`src/rtl/fetch_stage.sv`:
```
// -----------------------------------------------------------------------------
// fetch_stage
//   Instruction fetch stage that sits directly in front of the controller and
//   decoder. It owns the PC and issues one word fetch at a time over a
//   req/gnt/rvalid handshake. It can buffer one returned word while decode is
//   stalled, and it presents a registered IF/ID slot. Redirects resolved
//   downstream (taken branch, jump, jump-register) reload the PC and squash
//   any wrong-path fetch that is still in flight.
//
// Parameters
//   AW        PC / address width
//   RESET_PC  PC loaded on reset (word aligned)
//
// Ports
//   clk, reset_n       clock (rising edge), asynchronous active-low reset
//   imem_req           fetch request valid
//   imem_addr          fetch byte address, always word aligned (equals pc)
//   imem_gnt           memory accepted the request this cycle
//   imem_rvalid        read data valid, one per granted request
//   imem_rdata         returned instruction word
//   pcsrc/branch_target      taken-branch redirect and its target
//   jump/jump_target         J/JAL redirect and its target
//   jumptoreg/reg_target     JR/JALR redirect and its target
//   id_ready           decode consumes the IF/ID slot this cycle
//   id_valid           IF/ID slot holds a valid instruction
//   id_instr           instruction in the slot
//   id_pcplus4         fetch address + 4 of id_instr
//   pc                 address of the next fetch to issue
// -----------------------------------------------------------------------------
module fetch_stage #(
  parameter int unsigned   AW       = 32,
  parameter logic [AW-1:0] RESET_PC = '0
) (
  input  logic          clk,
  input  logic          reset_n,
  output logic          imem_req,
  output logic [AW-1:0] imem_addr,
  input  logic          imem_gnt,
  input  logic          imem_rvalid,
  input  logic [31:0]   imem_rdata,
  input  logic          pcsrc,
  input  logic [AW-1:0] branch_target,
  input  logic          jump,
  input  logic [AW-1:0] jump_target,
  input  logic          jumptoreg,
  input  logic [AW-1:0] reg_target,
  input  logic          id_ready,
  output logic          id_valid,
  output logic [31:0]   id_instr,
  output logic [AW-1:0] id_pcplus4,
  output logic [AW-1:0] pc
);

  localparam logic [AW-1:0] WORD_BYTES = AW'(4);
  localparam logic [AW-1:0] ALIGN_MASK = ~AW'(3);

  typedef enum logic [1:0] {
    S_REQ  = 2'd0,
    S_WAIT = 2'd1,
    S_HOLD = 2'd2
  } state_t;

  state_t        state;
  logic [AW-1:0] fetch_pc;     // address of the request currently in flight
  logic          kill;         // in-flight response belongs to a wrong path
  logic          hold_valid;
  logic [31:0]   hold_instr;

  logic          redirect;
  logic [AW-1:0] raw_target;
  logic [AW-1:0] redirect_target;
  logic [AW-1:0] pc_plus4;
  logic [AW-1:0] fetch_pcplus4;
  logic          slot_free;
  logic          good_return;
  logic          load_mem;
  logic          store_hold;
  logic          load_hold;

  assign imem_addr = pc;

  // Redirect target priority: JR/JALR > J/JAL > branch; result forced word aligned
  always_comb begin
    raw_target = branch_target;
    if (jumptoreg) begin
      raw_target = reg_target;
    end else if (jump) begin
      raw_target = jump_target;
    end
  end

  assign redirect        = jumptoreg | jump | pcsrc;
  assign redirect_target = raw_target & ALIGN_MASK;

  // Both adders wrap modulo 2^AW with no carry out
  assign pc_plus4      = pc + WORD_BYTES;
  assign fetch_pcplus4 = fetch_pc + WORD_BYTES;

  // A response is usable only if it is not squashed by an old or same-cycle redirect
  assign slot_free   = !id_valid || id_ready;
  assign good_return = (state == S_WAIT) && imem_rvalid && !kill && !redirect;
  assign load_mem    = good_return && slot_free;
  assign store_hold  = good_return && !slot_free;
  assign load_hold   = (state == S_HOLD) && hold_valid && id_ready && !redirect;

  // Fetch control FSM: PC, request, kill tracking and hold buffer
  always_ff @(posedge clk or negedge reset_n) begin
    if (!reset_n) begin
      state      <= S_REQ;
      pc         <= RESET_PC & ALIGN_MASK;
      imem_req   <= 1'b0;
      fetch_pc   <= '0;
      kill       <= 1'b0;
      hold_valid <= 1'b0;
      hold_instr <= '0;
    end else begin
      case (state)
        S_REQ: begin
          if (imem_req && imem_gnt) begin
            fetch_pc <= pc;
            imem_req <= 1'b0;
            state    <= S_WAIT;
            if (redirect) begin
              // Request already accepted: let it return, then drop it
              pc   <= redirect_target;
              kill <= 1'b1;
            end else begin
              pc <= pc_plus4;
            end
          end else begin
            imem_req <= !hold_valid;
            if (redirect) begin
              pc <= redirect_target;
            end
          end
        end

        S_WAIT: begin
          if (imem_rvalid) begin
            kill <= 1'b0;
            if (redirect) begin
              pc <= redirect_target;
            end
            if (store_hold) begin
              hold_valid <= 1'b1;
              hold_instr <= imem_rdata;
              state      <= S_HOLD;
            end else begin
              state    <= S_REQ;
              imem_req <= 1'b1;
            end
          end else if (redirect) begin
            pc   <= redirect_target;
            kill <= 1'b1;
          end
        end

        S_HOLD: begin
          if (redirect) begin
            hold_valid <= 1'b0;
            pc         <= redirect_target;
            state      <= S_REQ;
            imem_req   <= 1'b1;
          end else if (id_ready) begin
            hold_valid <= 1'b0;
            state      <= S_REQ;
            imem_req   <= 1'b1;
          end
        end

        default: begin
          state    <= S_REQ;
          imem_req <= 1'b0;
        end
      endcase
    end
  end

  // IF/ID slot: a redirect wins over any same-cycle load
  always_ff @(posedge clk or negedge reset_n) begin
    if (!reset_n) begin
      id_valid   <= 1'b0;
      id_instr   <= '0;
      id_pcplus4 <= '0;
    end else if (redirect) begin
      id_valid <= 1'b0;
    end else if (load_mem) begin
      id_valid   <= 1'b1;
      id_instr   <= imem_rdata;
      id_pcplus4 <= fetch_pcplus4;
    end else if (load_hold) begin
      id_valid   <= 1'b1;
      id_instr   <= hold_instr;
      id_pcplus4 <= fetch_pcplus4;
    end else if (id_ready) begin
      id_valid <= 1'b0;
    end
  end

endmodule

```
`config.mk`:
```
export PLATFORM = sky130hd
export DESIGN_NAME = fetch_stage
export DESIGN_NICKNAME = d
export VERILOG_FILES = /design/src/rtl/fetch_stage.sv
export SDC_FILE = /design/constraint.sdc
export NUM_CORES = 1
export LEC_CHECK = 0
export CORE_MARGIN = 3
export CORE_UTILIZATION = 40
export CTS_BUF_LIST = sky130_fd_sc_hd__clkbuf_8 sky130_fd_sc_hd__clkbuf_16
export DETAILED_ROUTE_END_ITERATION = 7
export GPL_TIMING_DRIVEN = 1
export PLACE_DENSITY = 0.7
export SLEW_MARGIN = 20
export SYNTH_ARGS = -nofsm -noshare
export SYNTH_HDL_FRONTEND = slang
export SYNTH_SLANG_ARGS = --single-unit
```
`constraint.sdc`:
```
create_clock -name clk -period 3.5 [get_ports clk]
set_input_delay 1.05 -clock clk [delete_from_list [all_inputs] [get_ports clk]]
set_output_delay 1.05 -clock clk [all_outputs]
set_load 0.01 [all_outputs]
```
# After elaboration in Yosys (flattened, before gate mapping)
# Index checks and enable logic that the tools add are counted.
[totals]
output_inout_bits = 130
regBits = 166
word_cells = 85
[classes]
n_eq_ne = 7
muxes = 34
bitwise = 3
reduce_logical = 29
n_addsub = 2
[op_table]
columns = ["cell", "n"]
rows = [
  ["32-bit 2-to-1 mux", 9],
  ["32-bit by 3-bit adder with 32-bit output, second input constant", 2],
  ["32-bit one-hot mux with 2 select lines", 1],
  ["1-bit 2-to-1 mux", 15],
  ["2-bit 2-to-1 mux", 5],
  ["1-bit logical AND", 9],
  ["3-bit AND reduction", 3],
  ["2-bit inequality test, second input constant", 4],
  ["2-bit nonzero test", 4],
  ["2-bit one-hot mux with 3 select lines", 1],
  ["2-bit AND reduction", 3],
  ["1-bit zero test", 5],
  ["1-bit one-hot mux with 2 select lines", 2],
  ["4-bit AND reduction", 1],
  ["4-bit nonzero test", 1],
  ["3-bit inequality test, second input constant", 1],
  ["1-bit one-hot mux with 3 select lines", 1],
  ["2-bit by 1-bit equality test with 1-bit output, second input constant", 1],
  ["2-bit equality test, second input constant", 1],
  ["2-bit zero test", 1],
  ["1-bit OR", 2],
  ["2-bit OR reduction", 1],
  ["1-bit logical OR", 1],
  ["1-bit inverter", 1],
]

# Depth between registers and ports, before layout
# Gate-level depths: netlist of run 1.
[logic_depth]
word_depth = 8
depth_mapped = 10
ltp_nobuf = 7

# Worst setup path before layout of run 1
# OpenSTA, ideal clock, no wires.
[synth_timing]
path_type = "input to register"
start = "input jump"
end = "register hold_instr[10]"
arrival_ns = 2.698
slack_ns = 0.677
stages = 6
required_time_ns = 3.375
path_cell_list = "clkbuf_1 or3_1 buf_2 nor4_4 buf_4 mux2_2"
[synth_via]
elab_chain_len = 6
[synth_rtl]
columns = ["element", "line_no", "rtl"]
rows = [
  ["from (decl)", "43", "input logic jump,"],
  ["1-bit OR (2 in a row)", "92", "assign redirect = jumptoreg | jump | pcsrc;"],
  ["1-bit zero test", "101", "assign good_return = (state == S_WAIT) && imem_rvalid && !kill && !redirect;"],
  ["1-bit logical AND", "101", ""],
  ["1-bit logical AND", "103", "assign store_hold = good_return && !slot_free;"],
  ["3-bit AND reduction (no source line)", "-", ""],
  ["to (signal assigned)", "146", "hold_instr <= imem_rdata;"],
  ["to (decl)", "67", "logic [31:0] hold_instr;"],
]
# Every way passes these cells.
# A chain may end at the register's enable or synchronous reset.

# Worst setup path after layout of run 1
[layout_timing]
start = "input id_ready"
end = "register id_instr[21]"
[layout_via]
elab_chain_len = 4
[layout_rtl]
columns = ["element", "line_no", "rtl"]
rows = [
  ["from (decl)", "47", "input logic id_ready,"],
  ["1-bit logical OR or 1-bit logical AND (tied branches)", "100, 104", ""],
  ["1-bit logical AND (on tied branches)", "102, 104", ""],
  ["2-bit nonzero test (no source line)", "-", ""],
  ["2-bit AND reduction (no source line)", "-", ""],
  ["to (signal assigned)", "189", "id_instr <= imem_rdata;"],
  ["to (signal assigned)", "193", "id_instr <= hold_instr;"],
  ["to (decl)", "49", "output logic [31:0] id_instr,"],
]
# Parallel ways exist; a longest one is shown, timed or not.

==> results of run 1 <==
-- final cells by class --
type / instances / area, µm² / share of cell area, %
Sequential cell: 166 / 4154 / 34.94
Timing Repair Buffer: 285 / 2846 / 23.94
Clock buffer: 18 / 439.2 / 3.694
Tap cell: 275 / 344.1 / 2.894
Multi-Input combinational cell: 593 / 3921 / 32.99
Clock inverter: 14 / 126.4 / 1.063
Inverter: 15 / 56.30 / 0.4736
-- power groups by stage --
stage	logic (µW)	clock network, µW	registers [µW]
3_3_place_gp	1680	0	2710
4_1_cts	1710	1840	2690
2_1_floorplan	843	0	2690
5_1_grt	1860	1930	2760
6_report	1690	1800	2690
3_5_place_dp	1700	0	2720
-- per-stage QoR --
step                hold WS, ns  instance area, µm²
floorplan                0.4574                8612
global placement         0.4621               11320
detailed placement       0.4688               11320
CTS                      0.4842               11890
global route             0.4992               11890
finish                   0.4797               11890
-- placed cells by master (no fill, tap or decap), types with 9 or more instances in the layout --
cell type          n
mux2_1            24
and3_1             9
nor4_1            15
mux2_2            36
nor3_1            11
o22a_1             9
mux2i_1           35
xnor2_1           24
o21ai_1           39
nand3_1           24
buf_4             21
dfrtp_1          166
o22ai_1           21
inv_1             15
o21ai_0           65
a21oi_1           24
nor2b_1           11
clkbuf_16         17
nor2_1            32
nand2_1          115
nand4_1           11
clkdlybuf4s50_1  257
-- cells by family (layout without fill, tap and decap cells) --
logic type | after synthesis | after routing | synth area share, %
mux | 98 | 98 | 12.44
fa+ha+maj | 6 | 6 | 0.8717
flops | 166 | 166 | 48.23
xor+xnor | 29 | 29 | 2.949
buf+inv | 103 | 332 | 6.450
simple gates | 250 | 250 | 13.98
compound gates | 210 | 210 | 15.08
-- flip-flops by register name (all words and copies together) (netlist names) --
| register | count |
|---|---|
| fetch_pc | 32 |
| hold_instr | 32 |
| id_instr | 32 |
| id_pcplus4 | 32 |
| imem_addr | 32 |
| state | 2 |
| hold_valid | 1 |
| id_valid | 1 |
| imem_req | 1 |
| kill | 1 |
-- layer usage --
layer / GRT usage [%] / vias to the layer above / wire, µm
li1: - / 3507 / -
met3: 3.777 / 26 / 1430
met1: 28.33 / 3462 / 10780
met2: 33.36 / 260 / 11390
met4: 6.025 / 0 / 450
met5: 0 / - / 0
-- path summary, 6_finish.rpt --
kind | from | to | slack, ns | cells after the start
min in group asynchronous | reset_n | id_instr[27]$_DFFE_PN0P_ | 0.58 | 1
max in group asynchronous | reset_n | id_instr[10]$_DFFE_PN0P_ | 2.12 | 2
worst max register to register | state[1]$_DFFE_PN0P_ | id_instr[21]$_DFFE_PN0P_ | 1.14 | 7
worst max-delay path | id_ready | id_instr[21]$_DFFE_PN0P_ | 0.57 | 6
worst min register to register | id_instr[29]$_DFFE_PN0P_ | id_instr[29]$_DFFE_PN0P_ | 0.48 | 2
worst min-delay path | id_instr[29]$_DFFE_PN0P_ | id_instr[29]$_DFFE_PN0P_ | 0.48 | 2
-- worst max-delay path, stage by stage --
cell,delay (ns)
clkdlybuf4s50_1,0.48
nand2b_1,0.25
nor4b_4,0.18
a41oi_4,0.77
buf_12,0.33
o21ai_0,0.13
==> impl_metrics.json, run 1 <==
{
  "period_needed_ns": 2.934,
  "grt_remaining_overflow": 0,
  "synth-seq-cells": 166,
  "p_comb_share_pct": 27.3,
  "cts_buffers": 17,
  "worstMarginPinSlew_ns": 0.9640,
  "grt.total_usage_pct": 20.56,
  "ys_top_cells_by_area": "dfrtp_1 (48%), nand2_1 (5.0%), mux2_2 (4.7%)",
  "wl_per_cell_um": 17.61,
  "rsz0062_at_grt": "no",
  "coreArea_um2": 21090,
  "slew_headroom_pct": 35.52,
  "syn_avg_cell_area_um2": 9.991,
  "ios": 266,
  "grt_pass1_vias": 7215,
  "yosys-top-cells-count": "dfrtp_1 (166), nand2_1 (115), o21ai_0 (65)",
  "seq_area_frac_synth_pct": 48.23,
  "crit_required_ns": 3.79,
  "p_leak_uw": 0.004803,
  "dp.cells": 1334,
  "cts_resized": 0,
  "p_total_uw": 6175,
  "wl_mm": 24.06,
  "cts_setup_buffers": 0,
  "layout_setup_ws_ns": 0.5658,
  "switching_share_pct": 31.25,
  "final-hold-violation-count": 0,
  "ctsHoldBuffers": 0,
  "grt_max_degree": 63,
  "clock.fmax_mhz": 340.8,
  "seq_power_share_pct": 43.6,
  "finalSetupViolCount": 0,
  "fin_util_pct": 56.37,
  "cts_sinks": 166,
  "avgViaCountPerCell": 5.311,
  "synth.top_cell.area_share_pct": 48.23,
  "die_y_um": 152.7,
  "p_switching_uw": 1930,
  "dieArea_um2": 23330,
  "dp_hpwl_mm": 18.06,
  "io_buffers": 259,
  "clkLatencyLatePin_ns": 0.42,
  "pre_cts_slack_ns": 0.09529,
  "nets": 1220,
  "synth.most_common_cell": "dfrtp_1",
  "crit_arrival_ns": 3.23,
  "clkTransAtPathRegs_ns": 0.07,
  "tritoncts": "yes",
  "stdcell_count": 1366,
  "max-cap-violations": 0,
  "hold_path_class": "flop to flop",
  "skew_ns": 0.009311,
  "fillers": 1932,
  "start_util_pct": 40.84,
  "status": "finished clean",
  "yosys_warnings": 0,
  "critical_path_class": "input port to flop",
  "postSynth.topFlopCell": "dfrtp_1",
  "root_buffer": "clkbuf_16",
  "cp-end-kind": "flop",
  "htree_num_levels": 4,
  "synth.net_count": 1004,
  "num_rows": 53,
  "slew_violations": 0,
  "synth_top_area_cell": "dfrtp_1",
  "synth_edf_count": 0,
  "startpoint_type": "input port",
  "dr.first_iter.drc_count": 573,
  "fin_setup_tns_ns": 0,
  "fin_crit_sh_pct": 83.83,
  "clockBufferDepth": 2,
  "drive_gt1_share_pct": 9.533,
  "area_growth_syn_to_layout_pct": 38.04,
  "die_width_um": 152.7,
  "num_vias": 7255,
  "drc": 0,
  "irDropWorstVdd_mv": 0.2772,
  "syn_area_um2": 8612,
  "pwr-share-clk_pct": 29.1,
  "postRouteAntennaNets": 0,
  "place_congestion": 0.8474,
  "synthCells": 862,
  "diodes": 0,
  "antenna_found_initial": 0,
  "worstPathMaxFanout": 62,
  "powerDensity_nw_per_um2": 519.4,
  "drt_first_pass_iters": 5,
  "synth-async-reset-ratio_pct": 100.0,
  "ys_types": 62,
  "grt_pass1_wl_mm": 38.93,
  "internal_power_uw": 4246
}
Power figures use the tool's default switching activity.
==> run 2: changes to the inputs <==
==> constraint.sdc (replaced) <==
create_clock -name clk -period 2.95 [get_ports clk]
set_input_delay 0.885 -clock clk [delete_from_list [all_inputs] [get_ports clk]]
set_output_delay 0.885 -clock clk [all_outputs]
set_load 0.01 [all_outputs]
==> impl_metrics.json, run 2 (same netlist as run 1, synthesis figures left out) <==
{
  "critPathLaunch": "jump",
  "cp-end-kind": "flop",
  "root_buffer": "clkbuf_16",
  "finalSetupViolCount": 0,
  "cp_slowest_cell": "or3_1",
  "grt_pass1_wl_mm": 38.19,
  "hold_path_class": "input port to asynchronous set/reset pin",
  "num_rows": 53,
  "clock.fmax_mhz": 382.6,
  "place_congestion": 0.8855,
  "internal_power_uw": 5286,
  "switching_share_pct": 30.39,
  "irDropWorstVdd_mv": 0.2837,
  "fillers": 1904,
  "io_buffers": 259,
  "drc": 0,
  "die_y_um": 152.7,
  "layout_common_cells": "clkdlybuf4s50_1 (257), dfrtp_1 (166), nand2_1 (115)",
  "critical_path_class": "input port to flop",
  "regToRegStartpoint": "imem_addr[11]$_DFFE_PN0P_",
  "coreArea_um2": 21090,
  "status": "finished clean",
  "cp.buffers_inverters": 3,
  "cts_resized": 0,
  "final_common_cell": "clkdlybuf4s50_1",
  "clockBufferDepth": 2,
  "crit_arrival_ns": 2.92,
  "period_needed_ns": 2.613,
  "fin_crit_sh_pct": 88.59,
  "dieArea_um2": 23330,
  "ctsHoldBuffers": 0,
  "max-cap-violations": 0,
  "grt.total_usage_pct": 20.25,
  "final-hold-violation-count": 0,
  "antenna_found_initial": 0,
  "area_growth_syn_to_layout_pct": 41.07,
  "p_total_uw": 7594,
  "crit_required_ns": 3.26,
  "dp_hpwl_mm": 18.36,
  "rsz0062_at_grt": "no",
  "clkTransAtPathRegs_ns": 0.07,
  "start_util_pct": 40.84,
  "layout_setup_ws_ns": 0.3366,
  "p_comb_share_pct": 26.6,
  "grt_pass1_vias": 7156,
  "diodes": 0,
  "startpoint_type": "input port",
  "grt_remaining_overflow": 0,
  "seq_power_share_pct": 42.1,
  "nets": 1243,
  "powerDensity_nw_per_um2": 625.1,
  "pre_cts_slack_ns": -0.09395,
  "wl_mm": 24.23,
  "path_cells": "clkdlybuf4s50_1 > or3_1 > buf_4 > nor4_4 > buf_12 > mux2_2",
  "wl_per_cell_um": 17.44,
  "clkLatencyLatePin_ns": 0.43,
  "drive_gt1_share_pct": 11.40,
  "crit_family": "buffers and inverters",
  "grt_max_degree": 95,
  "avgViaCountPerCell": 5.285,
  "crit_path_max_incr_delay_ns": 0.48,
  "drt_first_pass_iters": 6,
  "skew_ns": 0.01592,
  "pwr-share-clk_pct": 31.2,
  "worstPathMaxFanout": 32,
  "htree_num_levels": 4,
  "p_leak_uw": 0.004952,
  "postRouteAntennaNets": 0,
  "slew_violations": 0,
  "tritoncts": "yes",
  "ios": 266,
  "num_vias": 7341,
  "dr.first_iter.drc_count": 433,
  "cts_buffers": 17,
  "p_switching_uw": 2308,
  "cts_setup_buffers": 0,
  "die_width_um": 152.7,
  "cts_sinks": 166,
  "whs_ns": 0.4348,
  "slew_headroom_pct": 59.33,
  "worstMarginPinSlew_ns": 0.6081
}
## run 2: stage by stage
step	area, µm²	setup TNS, ns	utilization (%)	instances
after floorplan	8612	0	-	862
after detailed placement	11520	-3.459	54.63	1357
after global routing	12150	0	57.61	1389
after CTS	12150	0	57.61	1389
final	12150	0	57.61	1389
after global placement	11520	-2.069	54.63	1357
## run 2: final cells by class
cell class | count | area [µm²] | share of cell area (%)
Clock buffer | 17 | 425.4 | 3.502
Clock inverter | 15 | 203.9 | 1.679
Inverter | 15 | 56.30 | 0.4634
Multi-Input combinational cell | 593 | 3921 | 32.28
Sequential cell | 166 | 4154 | 34.19
Tap cell | 275 | 344.1 | 2.832
Timing Repair Buffer | 308 | 3044 | 25.06
## run 2: power groups by stage
stage	combinational, µW	clock, µW	sequential (µW)
floorplan	1000	0	3190
global placement	2010	0	3220
detailed placement	2040	0	3240
CTS	2050	2420	3200
global route	2200	2520	3270
finish	2020	2370	3200
## run 2: path summary, 6_finish.rpt
kind,slack [ns],end,cells after the start
min in group clk,0.48,id_instr[23]$_DFFE_PN0P_,2
worst max-delay path,0.34,hold_instr[2]$_DFFE_PN0P_,6
worst min-delay path,0.43,hold_instr[30]$_DFFE_PN0P_,2
worst min register to register,0.48,id_instr[23]$_DFFE_PN0P_,2
max in group asynchronous,2.04,id_pcplus4[7]$_DFFE_PN0P_,2
worst max register to register,0.64,imem_addr[26]$_DFFE_PN0P_,5
## run 2: worst register-to-register path: stages, from the launching register on
cell	delay (ns)
dfrtp_1	0.56
nand4_1	0.32
nor4_2	0.54
and3_1	0.37
a31oi_1	0.11
a211o_1	0.29
## run 2: routing by layer
layer | GRT usage, % | routed length, µm | vias up
met4 | 6.873 | 525 | 0
li1 | - | - | 3557
met2 | 32.64 | 11360 | 248
met1 | 27.32 | 11040 | 3502
met3 | 4.232 | 1300 | 34
met5 | 0 | 0 | -
